==> config.mk <==
export PLATFORM = sky130hd
export DESIGN_NAME = count_seg7_display
export DESIGN_NICKNAME = d
export VERILOG_FILES = /design/src/rtl/seg7_pkg.sv /design/src/rtl/seg7_digit_dec.sv /design/src/rtl/count_seg7_display.sv
export SDC_FILE = /design/constraint.sdc
export NUM_CORES = 1
export LEC_CHECK = 0
export CORE_MARGIN = 2
export CORE_UTILIZATION = 30
export CTS_CLUSTER_DIAMETER = 150
export DETAILED_ROUTE_END_ITERATION = 12
export PLACE_DENSITY_LB_ADDON = 0.08
export SETUP_SLACK_MARGIN = 0.1
export SLEW_MARGIN = 20
export SYNTH_ARGS = -nofsm -noshare
export SYNTH_HDL_FRONTEND = slang
export SYNTH_SLANG_ARGS = --single-unit
export TNS_END_PERCENT = 100
==> constraint.sdc <==
create_clock -name clk -period 2.48 [get_ports clk]
set_input_delay 0.496 -clock clk [delete_from_list [all_inputs] [get_ports clk]]
set_output_delay 0.496 -clock clk [all_outputs]
set_load 0.02 [all_outputs]
==> src/rtl/seg7_pkg.sv <==
// Shared types and constants for the two-digit 7-segment display stage.
package seg7_pkg;

   typedef enum logic {
      IDLE,
      SUB
   } state_t;

   localparam logic [6:0] SEG_BLANK = 7'h7F;
   localparam logic [6:0] SEG_DASH  = 7'h3F;
   localparam int         BCD_MAX   = 99;

   // Active-low {g,f,e,d,c,b,a} codes; index 9 is the leftmost entry.
   localparam logic [9:0][6:0] DIGIT_CODE = {
      7'h10, 7'h00, 7'h78, 7'h02, 7'h12,
      7'h19, 7'h30, 7'h24, 7'h79, 7'h40
   };

endpackage

==> src/rtl/seg7_digit_dec.sv <==
// Combinational BCD digit to active-low 7-segment decoder.
module seg7_digit_dec
   import seg7_pkg::*;
(
   input  logic [3:0] i_digit,
   output logic [6:0] o_seg
);

   // Codes 10..15 cannot come from the converter, so they fall back to blank.
   always_comb begin
      o_seg = SEG_BLANK;
      if (i_digit < 4'd10) begin
         o_seg = DIGIT_CODE[i_digit];
      end
   end

endmodule

==> src/rtl/count_seg7_display.sv <==
// Captures a binary count, converts it to tens/ones by repeated subtraction
// of 10, and holds the result in two active-low 7-segment registers.
module count_seg7_display
   import seg7_pkg::*;
#(
   parameter bit BLANK_LZ = 1'b1,
   parameter int WIDTH    = 8
) (
   input  logic             clk,
   input  logic             rst,
   input  logic             val_i,
   input  logic [WIDTH-1:0] value_i,
   output logic [6:0]       seg_tens_o,
   output logic [6:0]       seg_ones_o,
   output logic             busy_o,
   output logic             ovf_o,
   output logic             drop_o
);

   localparam logic [WIDTH-1:0] MAX_VALUE = WIDTH'(BCD_MAX);

   state_t     r_state;
   state_t     w_stateNext;
   logic [6:0] r_rem;
   logic [3:0] r_tens;
   logic [6:0] r_segTens;
   logic [6:0] r_segOnes;
   logic       r_ovf;
   logic       r_drop;
   logic       w_overRange;
   logic       w_remDone;
   logic [6:0] w_tensCode;
   logic [6:0] w_onesCode;

   assign w_overRange = (value_i > MAX_VALUE);
   assign w_remDone   = (r_rem < 7'd10);

   seg7_digit_dec u_tensDec (
      .i_digit (r_tens),
      .o_seg   (w_tensCode)
   );

   seg7_digit_dec u_onesDec (
      .i_digit (r_rem[3:0]),
      .o_seg   (w_onesCode)
   );

   always_ff @(posedge clk) begin
      if (rst) begin
         r_state <= IDLE;
      end else begin
         r_state <= w_stateNext;
      end
   end

   always_comb begin
      w_stateNext = r_state;
      case (r_state)
         IDLE: begin
            if (val_i && !w_overRange) begin
               w_stateNext = SUB;
            end
         end
         SUB: begin
            if (w_remDone) begin
               w_stateNext = IDLE;
            end
         end
         default: w_stateNext = IDLE;
      endcase
   end

   // The display registers change only on the final SUB edge or an
   // out-of-range capture, so partial quotients never reach the pins.
   always_ff @(posedge clk) begin
      if (rst) begin
         r_rem     <= '0;
         r_tens    <= '0;
         r_segTens <= SEG_BLANK;
         r_segOnes <= SEG_BLANK;
         r_ovf     <= 1'b0;
         r_drop    <= 1'b0;
      end else begin
         r_drop <= 1'b0;
         case (r_state)
            IDLE: begin
               if (val_i) begin
                  if (w_overRange) begin
                     r_segTens <= SEG_DASH;
                     r_segOnes <= SEG_DASH;
                     r_ovf     <= 1'b1;
                  end else begin
                     r_rem  <= value_i[6:0];
                     r_tens <= '0;
                     r_ovf  <= 1'b0;
                  end
               end
            end
            SUB: begin
               r_drop <= val_i;
               if (w_remDone) begin
                  r_segOnes <= w_onesCode;
                  if (BLANK_LZ && (r_tens == 4'd0)) begin
                     r_segTens <= SEG_BLANK;
                  end else begin
                     r_segTens <= w_tensCode;
                  end
               end else begin
                  r_rem  <= r_rem - 7'd10;
                  r_tens <= r_tens + 4'd1;
               end
            end
            default: ;
         endcase
      end
   end

   assign busy_o     = (r_state == SUB);
   assign seg_tens_o = r_segTens;
   assign seg_ones_o = r_segOnes;
   assign ovf_o      = r_ovf;
   assign drop_o     = r_drop;

endmodule

==> metrics <==
DRC 0; Worst-Margin Slew 0.605 ns; die height 84.7 um; crit end category flop; relative slew slack 59.5%; ANT nets after route 0; first-pass GRT wire length 7.28 mm; hold wc startpoint seg_tens_o[6]; worst vdd ir 0.000239 V; max cap viols 0; Netlist cell types 44; Final Critical Period 2.28 ns; critical-path cell list clkdlybuf4s50_1 -> o311a_4 -> nor3_4 -> buf_6 -> nor2_1 -> a22oi_1 -> or2_0 -> buf_4 -> inv_1 -> ha_1 -> inv_1 -> a21oi_2 -> o21a_1; Initial Util 31.0%; Die ar. 0.00718 mm2; post-synthesis sequential area ratio 43.0%; status complete, no violations; WP data required 2.73 ns; Yosys warning count 0; diode count 0; fmax 439 MHz; final net count 297; Synth Register Bits 42; final worst slack 0.203 ns; Syn Nets 238; Mapped Area 0.00196 mm2; initial antenna violation count 0; worst r2r src r_rem[2]; post-DP HPWL 3.35 mm; CTS Root Cell clkbuf_8; core area 0.00631 mm2; pwr dens 530 mW/mm2; crit start category primary input; Hold Path Class reg2reg; met1 WL 2.40 mm; Die W 84.7 um; family with the most delay on the worst path buffers and inverters; layout cell share with drive strength beyond 1 22.3%; Core Rows 29; Tcrit/Tclk final 91.8%; Worst-path clk slew 0.09 ns; routed wl met3 119 um; largest net degree at the start of global routing 32; Highest Signal Layer met4; Placement Setup Slack -0.323 ns; Worst path most repeated cell inv_1; Mapped Cells 214; max incr delay on CP 0.50 ns; Syn Area/Cell 9.14 um2; setup_tns 0 ns; grt ovf 0; critical path type in2reg; wire per inst 12.7 um; clock latency on the worst-skew pair 0.30 ns; initial DRC count 62; TritonCTS Buffers 5; H-tree depth 2; clk sinks 42; Crit path arrival time 2.52 ns; Routed WL 4.45 mm; routed length on met2 1.89 mm; CTS tree built; CP max-delay cell clkdlybuf4s50_1; First-pass DRT Iterations 4; fin util 42.7%; crit path from value_i[6]; Total GRT Usage 12.8%; Vias 1614; Final Hold Vio Count 0; LEAKAGE 1.25 nW; RSZ-0062 raised after global routing no; Pins Over Slew Limit 0; Fin Clk Skew 0.00847 ns; number of enable flip-flop cells after synthesis 0; ys async rst share 0%; Crit Path Max Fanout 6; final RePlAce weighted congestion 0.742; Buf+Inv Stages, Crit Path 5; Final setup violation count 0; predominant post-synthesis flop cell dfxtp_1; Clock Tree Buf Depth 2; Port Buffers 27; vias in the first global route 1458; area grow syn2layout 37.9%; I/O pin cnt 28; Hold Buf Count CTS 0; vias per cell 4.60
-- stage by stage --
step	power, W	std cells	cell area [um2]	hold WS (ns)
floorplan	0.000852	214	1960	0.447
global placement	0.000967	341	2550	0.456
detailed placement	0.000965	341	2550	0.451
CTS	0.00145	349	2660	0.476
global route	0.00151	351	2700	0.488
finish	0.00143	351	2700	0.471
-- area by class of cell --
cell class                 instances  area [um2]
clock inverter                     3        28.8
sequential                        42         841
timing repair buffer              62         569
clock buffer                       5        68.8
multi-input combinational        144        1030
inverter                          18        67.6
fill                             647        3620
tap                               77        96.3
-- final timing paths --
| check | end | cells after the start | slack (ns) |
|---|---|---|---|
| worst max register to register | flop | 10 | 0.22 |
| worst max-delay path | flop | 13 | 0.20 |
| worst min register to register | seg_tens_o[6] | 1 | 0.47 |
| worst min-delay path | seg_tens_o[6] | 1 | 0.47 |
-- per-layer routing --
metal  up-vias  global-route usage [%]
met1       735                    19.1
li1        854                       -
met2        23                    18.2
met3         2                    2.65
met5         -                       0
met4         0                    4.76
-- cell usage after synthesis (2+ instances only) --
cell type | instances | area (um2)
a211o_1 | 2 | 17.5
a211oi_1 | 3 | 22.5
a21oi_1 | 9 | 45.0
a22oi_1 | 3 | 22.5
and3_1 | 2 | 12.5
clkbuf_1 | 8 | 30.0
dfxtp_1 | 42 | 841
ha_1 | 13 | 163
inv_1 | 18 | 67.6
mux2i_1 | 5 | 50.1
nand2_1 | 9 | 33.8
nand2b_1 | 2 | 12.5
nor2_1 | 26 | 97.6
nor3_1 | 18 | 90.1
o21a_1 | 3 | 22.5
o21ai_0 | 8 | 40.0
o21bai_1 | 13 | 97.6
o31ai_1 | 2 | 15.0
or2_1 | 2 | 12.5
or2_2 | 2 | 12.5
-- cells in the final DEF (no fill, tap or decap), types with 3 or more instances in the layout --
cell	synthesis	final
clkbuf_8	0	5
buf_4	0	32
dfxtp_1	42	42
a21oi_1	9	8
ha_1	13	12
a211oi_1	3	3
nand2_1	9	9
o21a_1	3	3
mux2i_1	5	5
inv_1	18	17
nor2_1	26	25
nor3_1	18	17
o21bai_1	13	12
a22oi_1	3	3
clkdlybuf4s50_1	0	24
o21ai_0	8	8
dlymetal6s2s_1	0	3
-- cell families (layout without fill, tap and decap cells) --
kind of cell / count (synthesis) / count (layout) / share of synthesized area [%]
xor gates and xnor gates: 2 / 2 / 0.896
DFF: 42 / 42 / 43.0
AOI/OAI and AO/OA: 53 / 53 / 21.1
and+or+nand+nor: 71 / 71 / 18.3
adders and majority gates: 13 / 13 / 8.32
muxes: 5 / 5 / 2.56
buffers and inverters: 28 / 88 / 5.82
-- where the power goes --
part           internal [W]  switching, W  total [W]
sequential         0.000703     0.0000183   0.000721
clock              0.000211      0.000265   0.000475
combinational      0.000119      0.000115   0.000234
total               0.00103      0.000398    0.00143
-- what timing repair did --
item                                    in CTS  in global routing
pin swaps                                    3                  3
setup buffers                                0                  2
cloned                                       0                  0
endpoints found under the setup margin       7                 11
gates resized for setup                      3                  9
(Power assumes the default switching activity.)
